**config.mk**
```make
export PLATFORM = sky130hd
export DESIGN_NAME = top_entity
export DESIGN_NICKNAME = d
export VERILOG_FILES = /design/src/rtl/rtlola_pkg.sv /design/src/rtl/event_fifo.sv /design/src/rtl/top_entity.sv
export SDC_FILE = /design/constraint.sdc
export NUM_CORES = 2
export LEC_CHECK = 0
export ABC_AREA = 1
export CAP_MARGIN = 0
export CELL_PAD_IN_SITES_DETAIL_PLACEMENT = 1
export CELL_PAD_IN_SITES_GLOBAL_PLACEMENT = 1
export CORE_ASPECT_RATIO = 1.4
export CORE_MARGIN = 1
export CORE_UTILIZATION = 41
export CTS_CLUSTER_DIAMETER = 60
export DETAILED_ROUTE_END_ITERATION = 10
export PLACE_DENSITY_LB_ADDON = 0.1
export SLEW_MARGIN = 30
export SYNTH_ARGS = -nofsm -noshare
export SYNTH_HDL_FRONTEND = slang
export SYNTH_SLANG_ARGS = --single-unit
```
**constraint.sdc**
```tcl
create_clock -name clk -period 6.9 [get_ports clk]
set_input_delay 1.38 -clock clk [delete_from_list [all_inputs] [get_ports clk]]
set_output_delay 1.38 -clock clk [all_outputs]
set_load 0.1 [all_outputs]
```
**src/rtl/rtlola_pkg.sv**
```systemverilog
// Shared types and constants for the RTLola x/a/b monitor.
// Holds the HLC->LLC event record, LLC state codes and default timing constants.
package rtlola_pkg;

    localparam int unsigned DEF_CLK_PERIOD_NS = 2000;
    localparam int unsigned DEF_SLIDE_NS      = 500000;
    localparam int unsigned DEF_PERIOD_B_NS   = 1000000;
    localparam int unsigned DEF_QDEPTH        = 4;

    localparam logic [2:0] LLC_IDLE   = 3'd0;
    localparam logic [2:0] LLC_WINDOW = 3'd1;
    localparam logic [2:0] LLC_EVAL   = 3'd2;

    typedef struct packed {
        logic [63:0] x;
        logic        pacing_a;
        logic        pacing_b;
        logic        slide_b;
        logic [63:0] ts;
    } event_rec_t;

endpackage

```
**src/rtl/event_fifo.sv**
```systemverilog
// Synchronous FIFO of event records between the HLC and the LLC.
// Combinational head read; pushes into a full FIFO are ignored.
module event_fifo
    import rtlola_pkg::*;
#(
    parameter int unsigned DEPTH = DEF_QDEPTH
) (
    input  logic       clk,
    input  logic       rst,
    input  logic       push,
    input  logic       pop,
    input  event_rec_t din,
    output event_rec_t dout,
    output logic       full,
    output logic       empty
);

    localparam int unsigned AW = (DEPTH > 1) ? $clog2(DEPTH) : 1;
    localparam int unsigned CW = $clog2(DEPTH + 1);

    event_rec_t    mem [DEPTH];
    logic [AW-1:0] wr_ptr;
    logic [AW-1:0] rd_ptr;
    logic [CW-1:0] count;
    logic          do_push;
    logic          do_pop;

    assign full    = (count == CW'(DEPTH));
    assign empty   = (count == '0);
    assign do_push = push && !full;
    assign do_pop  = pop && !empty;
    assign dout    = mem[rd_ptr];

    always_ff @(posedge clk) begin
        if (do_push) begin
            mem[wr_ptr] <= din;
        end
    end

    always_ff @(posedge clk) begin
        if (rst) begin
            wr_ptr <= '0;
            rd_ptr <= '0;
            count  <= '0;
        end else begin
            if (do_push) begin
                wr_ptr <= (wr_ptr == AW'(DEPTH - 1)) ? '0 : wr_ptr + 1'b1;
            end
            if (do_pop) begin
                rd_ptr <= (rd_ptr == AW'(DEPTH - 1)) ? '0 : rd_ptr + 1'b1;
            end
            case ({do_push, do_pop})
                2'b10:   count <= count + 1'b1;
                2'b01:   count <= count - 1'b1;
                default: count <= count;
            endcase
        end
    end

endmodule

```
**src/rtl/top_entity.sv**
```systemverilog
// RTLola monitor: a := x (event based), b := sum of x over 2 ms at 1 kHz.
// HLC timestamps events into a FIFO; the LLC pops and evaluates one record per 3 cycles.
module top_entity
    import rtlola_pkg::*;
#(
    parameter int unsigned CLK_PERIOD_NS = DEF_CLK_PERIOD_NS,
    parameter int unsigned SLIDE_NS      = DEF_SLIDE_NS,
    parameter int unsigned PERIOD_B_NS   = DEF_PERIOD_B_NS,
    parameter int unsigned QDEPTH        = DEF_QDEPTH
) (
    input  logic               clk,
    input  logic               rst,
    input  logic               en,
    input  logic signed [63:0] input_x,
    input  logic               new_input,
    output logic signed [63:0] a,
    output logic               aktv_a,
    output logic signed [63:0] b,
    output logic               aktv_b,
    output logic signed [63:0] hlc_timer,
    output logic signed [2:0]  llc_state,
    output logic signed [63:0] sw_b_0,
    output logic signed [63:0] sw_b_1,
    output logic signed [63:0] sw_b_2,
    output logic signed [63:0] sw_b_3,
    output logic               qPush,
    output logic               qPop,
    output logic               push_valid,
    output logic               pop_valid,
    output logic signed [63:0] llc_x,
    output logic               pacing_a,
    output logic               pacing_b,
    output logic               slide_b
);

    logic [63:0] timer_q;
    logic [63:0] next_timer;
    logic [31:0] slide_acc, slide_sum, slide_next;
    logic [31:0] period_acc, period_sum, period_next;
    event_rec_t  push_rec;
    event_rec_t  head;
    logic        fifo_full;
    logic        fifo_empty;
    logic        llc_pa, llc_pb, llc_sb;
    logic signed [63:0] bucket0_base;
    logic signed [63:0] bucket0_next;
    logic signed [63:0] window_sum;
    logic        unused_ts;

    // Phase accumulators track timer mod SLIDE/PERIOD without a 64-bit divider.
    assign next_timer  = timer_q + 64'(CLK_PERIOD_NS);
    assign slide_sum   = slide_acc + CLK_PERIOD_NS;
    assign slide_next  = (slide_sum >= SLIDE_NS) ? slide_sum - SLIDE_NS : slide_sum;
    assign period_sum  = period_acc + CLK_PERIOD_NS;
    assign period_next = (period_sum >= PERIOD_B_NS) ? period_sum - PERIOD_B_NS : period_sum;

    assign hlc_timer  = timer_q;
    assign pacing_a   = new_input & en;
    assign slide_b    = en && (slide_next == '0) && (next_timer != '0);
    assign pacing_b   = en && (period_next == '0) && (next_timer != '0);
    assign qPush      = pacing_a | pacing_b | slide_b;
    assign push_valid = qPush & ~fifo_full;
    assign qPop       = en & ~fifo_empty & (llc_state == LLC_IDLE);

    always_comb begin
        push_rec          = '0;
        push_rec.x        = input_x;
        push_rec.pacing_a = pacing_a;
        push_rec.pacing_b = pacing_b;
        push_rec.slide_b  = slide_b;
        push_rec.ts       = next_timer;
    end

    event_fifo #(.DEPTH(QDEPTH)) u_fifo (
        .clk   (clk),
        .rst   (rst),
        .push  (push_valid),
        .pop   (qPop),
        .din   (push_rec),
        .dout  (head),
        .full  (fifo_full),
        .empty (fifo_empty)
    );

    // The timestamp rides along for debug visibility but no stream consumes it.
    assign unused_ts = ^head.ts;

    always_ff @(posedge clk) begin
        if (rst) begin
            timer_q    <= '0;
            slide_acc  <= '0;
            period_acc <= '0;
        end else if (en) begin
            timer_q    <= next_timer;
            slide_acc  <= slide_next;
            period_acc <= period_next;
        end
    end

    // Slide clears bucket 0 before the add, so a coinciding x lands in the new bucket.
    assign bucket0_base = llc_sb ? '0 : sw_b_0;
    assign bucket0_next = llc_pa ? bucket0_base + llc_x : bucket0_base;
    assign window_sum   = sw_b_0 + sw_b_1 + sw_b_2 + sw_b_3;

    always_ff @(posedge clk) begin
        if (rst) begin
            llc_state <= LLC_IDLE;
            llc_x     <= '0;
            llc_pa    <= 1'b0;
            llc_pb    <= 1'b0;
            llc_sb    <= 1'b0;
            sw_b_0    <= '0;
            sw_b_1    <= '0;
            sw_b_2    <= '0;
            sw_b_3    <= '0;
            a         <= '0;
            b         <= '0;
            aktv_a    <= 1'b0;
            aktv_b    <= 1'b0;
            pop_valid <= 1'b0;
        end else if (en) begin
            pop_valid <= 1'b0;
            aktv_a    <= 1'b0;
            aktv_b    <= 1'b0;
            case (llc_state)
                LLC_IDLE: begin
                    if (qPop) begin
                        llc_x     <= head.x;
                        llc_pa    <= head.pacing_a;
                        llc_pb    <= head.pacing_b;
                        llc_sb    <= head.slide_b;
                        pop_valid <= 1'b1;
                        llc_state <= LLC_WINDOW;
                    end
                end
                LLC_WINDOW: begin
                    if (llc_sb) begin
                        sw_b_3 <= sw_b_2;
                        sw_b_2 <= sw_b_1;
                        sw_b_1 <= sw_b_0;
                    end
                    sw_b_0    <= bucket0_next;
                    llc_state <= LLC_EVAL;
                end
                LLC_EVAL: begin
                    if (llc_pa) begin
                        a      <= llc_x;
                        aktv_a <= 1'b1;
                    end
                    if (llc_pb) begin
                        b      <= window_sum;
                        aktv_b <= 1'b1;
                    end
                    llc_state <= LLC_IDLE;
                end
                default: llc_state <= LLC_IDLE;
            endcase
        end
    end

endmodule

```
==> impl_metrics.tcl <==
set metrics [dict create \
    ys_seq_elements 847 \
    netlist_area_mm2 0.0482 \
    end_kind "output pin" \
    power_density_mw_per_mm2 323 \
    startpoint_type "flip-flop" \
    initial_utilization 0.414 \
    io_buffers 586 \
    antenna_left 0 \
    cts_buffer_depth 3 \
    synthFlopType "dfxtp_1" \
    track_usage 0.336 \
    async_reset_ff_frac 0 \
    skew_ns 0.0367 \
    cts_made_buffers 94 \
    ys_types 53 \
    grt-ovfl-total 0 \
    nFillCells 14400 \
    worstMarginPinSlew_ns 1.07 \
    fp-row-count 148 \
    die_w_um 292 \
    finalHoldViolCount 0 \
    die-area_mm2 0.119 \
    path_clk_slew_ns 0.06 \
    multi_input_area_mm2 0.0249 \
    postSynthCellCount 6479 \
    place_area_mm2 0.0549 \
    clock-root-buffer "clkbuf_16" \
    crit_arrival_ns 5.14 \
    coreArea_mm2 0.116 \
    ys_seq_area_frac 0.408 \
    fin_crit_ns 6.52 \
    first_pass_iters 6 \
    fin_crit_sh 0.945 \
    drv_cap 0 \
    worstPathRequired_ns 5.52 \
    dp_hpwl_um 157000 \
    viasPerCell 5.55 \
    ys_warn_count 0 \
    drive_gt1_frac 0.0586 \
    fin_util 0.499 \
    hold_class "reg2reg" \
    vias 47300 \
    max_freq_ghz 0.153 \
    clkLatencyLatePin_ns 0.71 \
    ios 592 \
    initialDrtViolationCount 2981 \
    path_class "reg2out" \
    die-height_um 408 \
    peakVddDrop_mv 0.358 \
    cp_max_fo 32 \
    finalSetupTns_ns 0 \
    p_leak_nw 26.0 \
    slew_viol_final 0 \
    grt_pass1_vias 48400 \
    antenna_found_initial 8 \
    seq_area_mm2 0.0196 \
    avgSynthCellArea_um2 7.43 \
    cts_tree "built" \
    wl_per_cell_um 23.9 \
    drt-total-wl_um 204000 \
    setup_violations 0 \
    fin_nets 7278 \
    synth-edff-count 268 \
    place_congestion 1.01 \
    clock-sinks 847 \
    cts_max_level 3 \
    cts_hold_buf 0 \
    area_growth_syn_to_layout_pct 20.5 \
    drc_errors 0 \
    grt_first_pass_wirelength_um 304000 \
    outcome "completed" \
    slew_headroom 0.280 \
    rsz0062_at_grt "false" \
    grt_max_degree 255 \
    final_area_mm2 0.0580 \
]
## worst max-delay path: stages, from the launching register on
cell and delay, ns:
dfxtp_1 0.36, ha_1 0.24, inv_1 0.10, nand2_1 0.08, nor2_1 0.11, nand2_2 0.12
nand2_1 0.22, inv_2 0.12, nand3_1 0.09, nand2_1 0.15, inv_2 0.19, nand2_2 0.09
nor2_4 0.18, nand3_1 0.44, nand2_8 0.38, nand2_1 0.10, xor2_1 0.18, a21oi_1 0.14
nand3_1 0.08, nor4_1 0.19, nand2_1 0.11, nor2_2 0.33, buf_4 0.40
## synthesized netlist by cell type, drive strengths merged, types with 7 or more instances
master  number  area (um^2)
nor4        16          100
o21bai      19          143
a21o        12         90.1
a21boi      11         82.6
a221oi       7         61.3
dfxtp      579        11600
clkbuf     230          863
o221ai      14          123
o211ai      53          398
ha         140         1750
a21oi      462         2330
edfxtp     268         8050
nand4       71          444
a31oi      119          744
xor2        86          753
xnor2       46          403
nor2      1324         5090
nand3b      11         82.6
o21a        18          135
o21ai      756         3790
nor3        44          220
nand2     1035         3980
inv        715         2680
fa         128         2560
buf         34          180
and2         9         56.3
nand3      237         1200
## through the flow
stage | setup WS [ns] | total power, mW | instances | hold slack (ns)
2_1_floorplan | 0.222 | 11.2 | 6483 | 0.459
3_3_place_gp | 0.935 | 13.5 | 8345 | 0.451
3_5_place_dp | 0.847 | 13.6 | 8345 | 0.458
4_1_cts | 0.0481 | 18.8 | 8518 | 0.467
5_1_grt | 0.0354 | 19.5 | 8519 | 0.505
6_report | 0.379 | 18.7 | 8520 | 0.466
## layer usage
layer	global-route usage	part of all wire
met1	0.412	0.42
met2	0.580	0.48
met3	0.0594	0.057
met4	0.137	0.043
met5	0	0.00019
## cell type report
cell class	count	area share
clock inverters	37	0.00709
clock buffers	136	0.0472
diodes	1	0.0000431
flip-flops and latches	847	0.339
multi-input cells	4651	0.428
well taps	1500	0.0323
inverters	721	0.0469
repair buffers	627	0.0995
## cells by family (layout without fill, tap and decap cells)
group           after synthesis  after routing  share of synthesized area
xor+xnor                    132            132                     0.0240
simple gates               2757           2757                      0.233
flops                       847            847                      0.408
buf+inv                     985           1521                     0.0779
other cells                   1              6                  0.0000779
fa+ha+maj                   268            268                     0.0896
compound gates             1489           1489                      0.167
## path summary, 6_finish.rpt
path	startpoint	endpoint	slack, ns	cells after the start
min	pop_valid$_SDFFE_PP0P_	pop_valid$_SDFFE_PP0P_	0.47	2
max	period_acc[4]$_SDFFE_PP0P_	pacing_b	0.38	22
min reg2reg	pop_valid$_SDFFE_PP0P_	pop_valid$_SDFFE_PP0P_	0.47	2
max reg2reg	sw_b_1[3]$_SDFFE_PP0P_	b[42]$_SDFFE_PP0P_	1.24	18
## report_power, final
group / internal (mW) / switching, mW / total (mW)
sequential: 5.60 / 0.943 / 6.54
clock: 2.94 / 2.22 / 5.16
combinational: 1.67 / 5.38 / 7.05
## timing repair
| action | CTS | global route |
|---|---|---|
| endpoints found under the setup margin | 0 | 2 |
| resized for setup | 0 | 3 |
| setup buffers | 0 | 0 |
## placed cells by master (no fill, tap or decap), types with 7 or more instances in the layout
master              n
a21oi_1           460
nor3_1             42
nand4_1            71
clkbuf_1           22
edfxtp_1          268
buf_2              96
ha_1              140
inv_2              20
nand2_1          1003
o21a_1             18
clkbuf_16          97
fa_1              128
buf_12              9
a31oi_1           119
inv_1             695
nand3b_1           11
nand2_2            28
and2_1              9
xnor2_1            46
xor2_1             86
nor2_2              7
nor4_1             15
inv_6               8
o221ai_1           14
clkinv_2           13
a21o_1             12
nor2_1           1298
o21bai_1           19
clkdlybuf4s50_1   473
o21ai_0           748
a21boi_0           11
a221oi_1            7
nor2_4             19
buf_4              43
o211ai_1           53
nand3_1           234
dfxtp_1           575
clkbuf_8           16
## sequential cells by signal (all words and copies together), names as in the netlist, 3 cells and up
register      cells
b                64
llc_x            64
sw_b_1           64
u_fifo.count      3
a                64
sw_b_2           64
hlc_timer        60
period_acc       28
sw_b_0           64
slide_acc        28
sw_b_3           64
u_fifo.mem      268
No activity file was read; power rests on OpenSTA's default activity.
